### config.mk
export PLATFORM = sky130hd
export DESIGN_NAME = select_scanner
export DESIGN_NICKNAME = d
export VERILOG_FILES = /design/src/rtl/select_scanner.sv
export SDC_FILE = /design/constraint.sdc
export NUM_CORES = 1
export LEC_CHECK = 0
export CORE_MARGIN = 4
export CORE_UTILIZATION = 45
export CTS_BUF_LIST = sky130_fd_sc_hd__clkbuf_16
export DETAILED_ROUTE_END_ITERATION = 8
export GPL_ROUTABILITY_DRIVEN = 1
export PLACE_DENSITY = 0.81
export SKIP_CTS_REPAIR_TIMING = 1
export SYNTH_ARGS = -nofsm -noshare
export SYNTH_HDL_FRONTEND = slang
export SYNTH_SLANG_ARGS = --single-unit
### constraint.sdc
create_clock -name clk -period 2.8 [get_ports clk]
set_clock_uncertainty 0.2 [all_clocks]
set_input_delay 0.42 -clock clk [delete_from_list [all_inputs] [get_ports clk]]
set_output_delay 0.42 -clock clk [all_outputs]
set_load 0.02 [all_outputs]
### src/rtl/select_scanner.sv
// Slot sequencer for the mux4/decoder stage: steps {sel0,sel1} through enabled slots, DIV clocks each.
// Optional SCAN_DIR_EN adds a dir input for downward scanning.
module select_scanner #(
  parameter int DIV = 4
) (
  input  logic       clk,
  input  logic       rst,
  input  logic       en,
  input  logic       hold,
  input  logic       load,
  input  logic [1:0] load_sel,
  input  logic [3:0] mask,
`ifdef SCAN_DIR_EN
  input  logic       dir,
`endif
  output logic       sel0,
  output logic       sel1,
  output logic       slot_start,
  output logic       wrap,
  output logic       idle
);

  localparam logic [7:0] LAST = 8'(DIV - 1);

  logic [7:0] cnt;
  logic [1:0] sel;
  logic [1:0] nxt;
  logic [1:0] cand;
  logic       found;
  logic       nxt_wrap;
  logic       down;

`ifdef SCAN_DIR_EN
  assign down = dir;
`else
  assign down = 1'b0;
`endif

  // Search order ends at the current slot itself, so a lone enabled slot re-selects itself.
  always_comb begin
    nxt   = sel;
    cand  = sel;
    found = 1'b0;
    for (int k = 1; k <= 4; k++) begin
      cand = down ? (sel - 2'(k)) : (sel + 2'(k));
      if (!found && mask[cand]) begin
        nxt   = cand;
        found = 1'b1;
      end
    end
    nxt_wrap = down ? (nxt >= sel) : (nxt <= sel);
  end

  always_ff @(posedge clk) begin
    if (rst) begin
      sel        <= 2'd0;
      cnt        <= 8'd0;
      slot_start <= 1'b0;
      wrap       <= 1'b0;
      idle       <= (mask == 4'b0000);
    end else if (load) begin
      sel        <= load_sel;
      cnt        <= 8'd0;
      slot_start <= 1'b1;
      wrap       <= 1'b0;
      idle       <= (mask == 4'b0000);
    end else if (hold) begin
      slot_start <= 1'b0;
      wrap       <= 1'b0;
    end else if (!en) begin
      cnt        <= 8'd0;
      slot_start <= 1'b0;
      wrap       <= 1'b0;
      idle       <= (mask == 4'b0000);
    end else begin
      idle       <= (mask == 4'b0000);
      slot_start <= 1'b0;
      wrap       <= 1'b0;
      if (cnt == LAST) begin
        cnt <= 8'd0;
        // With no slot enabled the boundary passes silently and sel stays put.
        if (found) begin
          sel        <= nxt;
          slot_start <= 1'b1;
          wrap       <= nxt_wrap;
        end
      end else begin
        cnt <= cnt + 8'd1;
      end
    end
  end

  assign sel0 = sel[1];
  assign sel1 = sel[0];

endmodule

==> results of run 1 <==
final timing paths:
check,end,slack [ps]
worst min-delay path,cnt[4],340
worst max register to register,wrap,750
worst min register to register,cnt[4],340
worst max-delay path,wrap,590
power groups by stage:
stage	Sequential, µW	Combinational, µW	Clock (µW)
5_1_grt	198	74.5	282
4_1_cts	197	67.3	271
6_report	197	67.0	266
3_5_place_dp	201	66.7	0
2_1_floorplan	202	31.4	0
3_3_place_gp	200	64.8	0
state kept, by name (all words and copies together), names as in the netlist:
register,cells
wrap,1
idle,1
slot_start,1
sel,2
cnt,8
through the flow:
| stage | util [%] | cell area, µm² | setup WS (ps) | power, µW |
|---|---|---|---|---|
| after floorplan | - | 738.2 | 636.6 | 233.7 |
| after global placement | 59.61 | 908.4 | 410.1 | 265.1 |
| after detailed placement | 59.61 | 908.4 | 364.0 | 267.3 |
| after CTS | 64.78 | 987.2 | 602.3 | 535.9 |
| after global routing | 64.78 | 987.2 | 435.1 | 554.7 |
| final | 64.78 | 987.2 | 594.0 | 530.3 |
layer usage:
| layer | share of wire [%] | up-vias | wire length [µm] |
|---|---|---|---|
| met5 | 0 | - | 0 |
| met4 | 0 | 0 | 0 |
| met3 | 5.8 | 0 | 89 |
| met2 | 46 | 18 | 710 |
| met1 | 48 | 287 | 744 |
| li1 | - | 323 | - |
synth_stat cells, drive strengths merged:
library cell  instances  area share, %
clkbuf                2            1.0
a211oi                2            2.0
nor3                  3            2.0
o211ai                1            1.7
dfxtp                12             33
o21ai                 2            1.4
xor2                  5            5.9
edfxtp                1            4.1
nand4b                2            2.4
nor2                 13            6.6
nand2                 6            3.1
a21boi                2            2.0
xnor2                 1            1.2
or4b                  1            1.9
and4b                 2            3.2
and3                  2            1.9
mux2i                 2            2.7
a21oi                 1           0.68
nand3b                2            2.0
a22oi                 1            1.0
inv                   2            1.0
ha                    3            5.1
and2b                 1            1.4
nor4                  1            2.9
nor2b                 3            2.5
nand3                 3            2.0
nor4b                 1            2.0
a21o                  1            1.2
nand2b                2            1.7
a31oi                 1           0.85
cell type report:
type / count / area share (%)
Clock buffer: 3 / 7.605
Sequential cell: 13 / 27.38
Tap cell: 16 / 2.028
Timing Repair Buffer: 16 / 15.97
Clock inverter: 1 / 0.3802
Multi-Input combinational cell: 64 / 45.88
Inverter: 2 / 0.7605
kinds of logic after synthesis:
kind of cell / Yosys count
adder cells (fa/ha/maj): 3
flip-flops: 13
AND/OR/NAND/NOR: 42
XOR/XNOR: 6
buffers and inverters: 4
multiplexers: 2
AO/OA/AOI/OAI: 11
worst max-delay path: stages:
cell and delay [ps]:
sky130_fd_sc_hd__clkdlybuf4s50_1 530, sky130_fd_sc_hd__mux2i_1 180, sky130_fd_sc_hd__nor2_1 50, sky130_fd_sc_hd__a211oi_1 340
sky130_fd_sc_hd__ha_1 300, sky130_fd_sc_hd__nand2_1 50, sky130_fd_sc_hd__o21ai_0 60, sky130_fd_sc_hd__and3_2 200
==> reports/metrics.json, run 1 <==
{
  "timing": {
    "fin_tns_setup_ps": 0,
    "rsz0062_at_grt": "no",
    "actual_transition_at_the_worst_max_transition_pin_ps": 415.8,
    "timing.slew.headroom_pct": 72.09,
    "finalHoldViolCount": 0,
    "clock.fmax_mhz": 453.3,
    "setup_violations": 0,
    "holdWs_ps": 340.3,
    "final_min_period_ps": 2206,
    "layout_worst_path_cycle_share_pct": 78.79,
    "timing.final.max_slew_violations": 0
  },
  "hold_path": {
    "whs_path_depth": 2,
    "hold_start": "cnt[4]",
    "worst_hold_path_type": "reg -> reg"
  },
  "clock_network": {
    "cts_inserted_buffers": 3,
    "number_of_clock_sinks_seen_by_cts": 13,
    "tritoncts": "done",
    "worst_setup_hold_path_clk_slew_ps": 50,
    "clk_path_buf_depth": 2,
    "htree_levels": 1,
    "clk_latency_ps": 240,
    "cts_root_buffer": "sky130_fd_sc_hd__clkbuf_16"
  },
  "layout": {
    "number_of_standard_cells_in_the_final_layout_excluding_fillers": 115,
    "antenna-diode-count": 0,
    "multi_input_area_um2": 452.9,
    "drive_gt1_share_pct": 12.12,
    "layout_commonest_cell": "sky130_fd_sc_hd__clkdlybuf4s50_1",
    "mostFrequentLayoutCells": "sky130_fd_sc_hd__clkdlybuf4s50_1, sky130_fd_sc_hd__nor2_1, sky130_fd_sc_hd__dfxtp_1",
    "fin_nets": 114,
    "fillerInstances": 138,
    "layout-area-overhead-vs-synth_pct": 33.73,
    "regArea_um2": 270.3
  },
  "critical_path": {
    "r2r.worst_path.cells": 7,
    "path_max_fanout": 5,
    "r2r_start": "sel[1]",
    "criticalPathCategory": "in -> reg",
    "end_kind": "register",
    "critical_path.startpoint": "mask[3]",
    "data_required_time_at_the_worst_endpoint_ps": 2730,
    "cp.arrival_ps": 2140,
    "setup.worst_path.start_class": "input pin"
  },
  "global_route": {
    "met3_global_route_usage_pct": 6.135,
    "globalRouteMet2Util_pct": 22.17,
    "grt_pass1_vias": 616,
    "grt_antenna_before_repair": 0,
    "globalRoute.busiestLayer": "met2",
    "grt_max_degree": 11,
    "gr-total-overflow": 0,
    "global_route.usage.met1_pct": 18.56,
    "global_route.usage.total_pct": 14.50,
    "grt_pass1_wl_mm": 2.746
  },
  "floorplanning": {
    "floorplan.die_area_mm2": 0.002352,
    "floorplan.die.height_um": 48.50,
    "design.core.area_mm2": 0.001524,
    "floorplan.die.width_um": 48.50,
    "floorplan.rows": 14,
    "boundaryPins": 16,
    "initial_core_util_pct": 48.44
  },
  "synthesis": {
    "gate_count_after_technology_mapping": 81,
    "synth-seq-area-share_pct": 36.61,
    "synth_cell_types": 34,
    "post_synth_xor_area_fraction_pct": 7.119,
    "synthMuxAreaShare_pct": 2.712,
    "avgSynthCellArea_um2": 9.114,
    "ys_ff_latch": 13,
    "synth_top_family_by_area": "simple AND/OR/NAND/NOR gates",
    "complex_gate_fraction_of_the_synthesized_area_pct": 10.85,
    "area_share_of_and_or_nand_nor_cells_after_synthesis_pct": 35.59,
    "synth_nets": 95,
    "synth-warning-count": 0,
    "yosys.area_share.adder_pct": 5.085,
    "post_synth_instance_area_um2": 738.2
  },
  "detailed_routing": {
    "avgRoutedWirePerCell_um": 13.43,
    "vias_per_cell": 5.461,
    "detail-route-antenna-nets": 0,
    "finalWirelength_mm": 1.544,
    "remaining_drc_errors": 0,
    "detail_route.first_pass.iterations": 4,
    "detail_route.iter0.violations": 6,
    "dr_total_vias": 628
  },
  "pwr": {
    "p_sw_uw": 113.8,
    "seq_power_share_pct": 37.2,
    "pwr-share-clk_pct": 50.2,
    "max-vdd-ir-drop_uv": 512.9,
    "cellPowerDensity_mw_per_mm2": 537.2,
    "cellLeakagePower_uw": 0.0003751,
    "proportion_of_power_drawn_by_combinational_gates_pct": 12.6,
    "internal_power_summed_over_all_cells_uw": 416.5,
    "power.switching_fraction_pct": 21.46
  },
  "place": {
    "place_hpwl_mm": 1.155,
    "placed_cells": 111,
    "place.port_buffers": 15,
    "routabilityCongestion": 0.7224
  },
  "outcome": {
    "status": "completed"
  },
  "flow_run": {
    "maxCapViolations": 0
  }
}
Power figures use the tool's default switching activity.
==> run 2: changes to the inputs <==
--- a/config.mk
+++ b/config.mk
@@ -6,7 +6,7 @@
 export NUM_CORES = 1
 export LEC_CHECK = 0
 export CORE_MARGIN = 4
-export CORE_UTILIZATION = 45
+export CORE_UTILIZATION = 43
 export CTS_BUF_LIST = sky130_fd_sc_hd__clkbuf_16
 export DETAILED_ROUTE_END_ITERATION = 8
 export GPL_ROUTABILITY_DRIVEN = 1
==> constraint.sdc (replaced) <==
create_clock -name clk -period 1.9 [get_ports clk]
set_clock_uncertainty 0.2 [all_clocks]
set_input_delay 0.285 -clock clk [delete_from_list [all_inputs] [get_ports clk]]
set_output_delay 0.285 -clock clk [all_outputs]
set_load 0.02 [all_outputs]
==> run 2 against run 1 <==
  * Worst setup slack worse by 530 ps
  * Total power rose by 51%
  * Critical path type unchanged
  * Non-clock buffer count rose by 11
  * Critical endpoint unchanged
  * Die area increased by 3.9%
==> reports/metrics.json, run 2 (synthesis results as in run 1) <==
{
  "critical_path": {
    "data_required_time_at_the_worst_endpoint_ps": 1890,
    "setup.worst_path.start_class": "input pin",
    "path_max_fanout": 2,
    "end_kind": "register",
    "cp.arrival_ps": 1820,
    "criticalPathCategory": "in -> reg"
  },
  "timing": {
    "actual_transition_at_the_worst_max_transition_pin_ps": 272.5,
    "finalHoldViolCount": 0,
    "timing.final.max_slew_violations": 0,
    "timing.slew.headroom_pct": 81.80,
    "rsz0062_at_grt": "yes",
    "clock.fmax_mhz": 545.2,
    "final_min_period_ps": 1834,
    "layout_worst_path_cycle_share_pct": 96.54,
    "setup_violations": 0
  },
  "clock_network": {
    "tritoncts": "done",
    "clk_path_buf_depth": 2,
    "cts_root_buffer": "sky130_fd_sc_hd__clkbuf_16",
    "clk_latency_ps": 240,
    "number_of_clock_sinks_seen_by_cts": 13,
    "htree_levels": 1,
    "worst_setup_hold_path_clk_slew_ps": 40,
    "cts_inserted_buffers": 3
  },
  "outcome": {
    "status": "completed"
  },
  "detailed_routing": {
    "detail_route.first_pass.iterations": 4,
    "detail_route.iter0.violations": 6,
    "vias_per_cell": 5.444,
    "detail-route-antenna-nets": 0,
    "finalWirelength_mm": 1.708,
    "dr_total_vias": 686,
    "remaining_drc_errors": 0,
    "avgRoutedWirePerCell_um": 13.56
  },
  "layout": {
    "layout_commonest_cell": "sky130_fd_sc_hd__nor2_1",
    "top_register_by_number_of_flip_flops": "cnt",
    "layout-area-overhead-vs-synth_pct": 49.83,
    "fillerInstances": 111,
    "reg.largest.list": "cnt x8, sel x2",
    "drive_gt1_share_pct": 24.55,
    "largest_reg_flops": 8,
    "mostFrequentLayoutCells": "sky130_fd_sc_hd__nor2_1, sky130_fd_sc_hd__clkdlybuf4s50_1, sky130_fd_sc_hd__buf_4",
    "antenna-diode-count": 0,
    "number_of_standard_cells_in_the_final_layout_excluding_fillers": 126,
    "fin_nets": 125
  },
  "place": {
    "placed_cells": 122,
    "place_hpwl_mm": 1.206,
    "place.port_buffers": 15,
    "routabilityCongestion": 0.7748
  },
  "floorplanning": {
    "floorplan.die.width_um": 49.44,
    "initial_core_util_pct": 47.35,
    "floorplan.die_area_mm2": 0.002444,
    "floorplan.die.height_um": 49.44,
    "design.core.area_mm2": 0.001559,
    "floorplan.rows": 14,
    "boundaryPins": 16
  },
  "pwr": {
    "p_total_uw": 801.2,
    "p_sw_uw": 173.6,
    "power.switching_fraction_pct": 21.66,
    "cellLeakagePower_uw": 0.0004617,
    "seq_power_share_pct": 36.2,
    "max-vdd-ir-drop_uv": 567.1,
    "pwr-share-clk_pct": 49.0,
    "internal_power_summed_over_all_cells_uw": 627.6,
    "cellPowerDensity_mw_per_mm2": 724.3,
    "proportion_of_power_drawn_by_combinational_gates_pct": 14.9
  },
  "flow_run": {
    "maxCapViolations": 0
  },
  "hold_path": {
    "worst_hold_path_type": "in -> reg"
  },
  "global_route": {
    "gr-total-overflow": 0,
    "grt_max_degree": 11,
    "grt_antenna_before_repair": 0,
    "global_route.usage.total_pct": 15.68,
    "grt_pass1_wl_mm": 2.911,
    "grt_pass1_vias": 675
  }
}
-- run 2: final cells by class --
type / count / area (µm²) / share of cell area, %
clock buffer: 3 / 75.07 / 6.787
clock inverter: 1 / 3.754 / 0.3394
inverter: 2 / 7.507 / 0.6787
multi-input combinational: 64 / 478.0 / 43.21
sequential: 13 / 274.0 / 24.77
tap: 16 / 20.02 / 1.810
timing repair buffer: 27 / 247.7 / 22.40
-- run 2: final timing paths --
kind | from | endpoint | slack, ps | cells after the start
max | mask[0] | wrap | 70 | 7
min reg2reg | cnt[4] | cnt[4] | 360 | 2
max reg2reg | sel[1] | wrap | 100 | 7
min | mask[1] | idle | 280 | 2
-- run 2: critical path: stages --
cell and delay [ps]:
sky130_fd_sc_hd__clkdlybuf4s50_1 420, sky130_fd_sc_hd__a21o_2 220, sky130_fd_sc_hd__a31oi_2 210, sky130_fd_sc_hd__ha_1 270, sky130_fd_sc_hd__nor2b_1 130, sky130_fd_sc_hd__o21ai_0 110, sky130_fd_sc_hd__and3_2 180
-- run 2: through the flow --
| step | utilization (%) | area, µm² | setup TNS (ps) | hold WS, ps | worst slack [ps] |
|---|---|---|---|---|---|
| 5_1_grt | 70.95 | 1106 | -62.22 | 300.2 | -42.26 |
| 4_1_cts | 69.02 | 1076 | -108.9 | 343.0 | -68.13 |
| 2_1_floorplan | - | 748.2 | 0 | 150.3 | 41.33 |
| 3_3_place_gp | 63.96 | 997.2 | -778.1 | 320.3 | -265.3 |
| 3_5_place_dp | 63.96 | 997.2 | -903.2 | 332.7 | -317.0 |
| 6_report | 70.95 | 1106 | 0 | 280.2 | 65.82 |
-- run 2: power groups by stage --
stage / logic (µW) / clock network (µW) / registers, µW
finish: 119 / 392 / 290
global route: 131 / 415 / 291
CTS: 117 / 398 / 290
detailed placement: 117 / 0 / 295
global placement: 114 / 0 / 295
floorplan: 48.8 / 0 / 299
-- run 2: metal layers --
layer | track usage (%) | vias to the layer above | part of all wire, %
met5 | 0 | - | 0
met4 | 8.756 | 0 | 2.2
met3 | 7.339 | 6 | 6.7
met2 | 25.00 | 18 | 48
met1 | 17.01 | 317 | 43
li1 | - | 345 | -
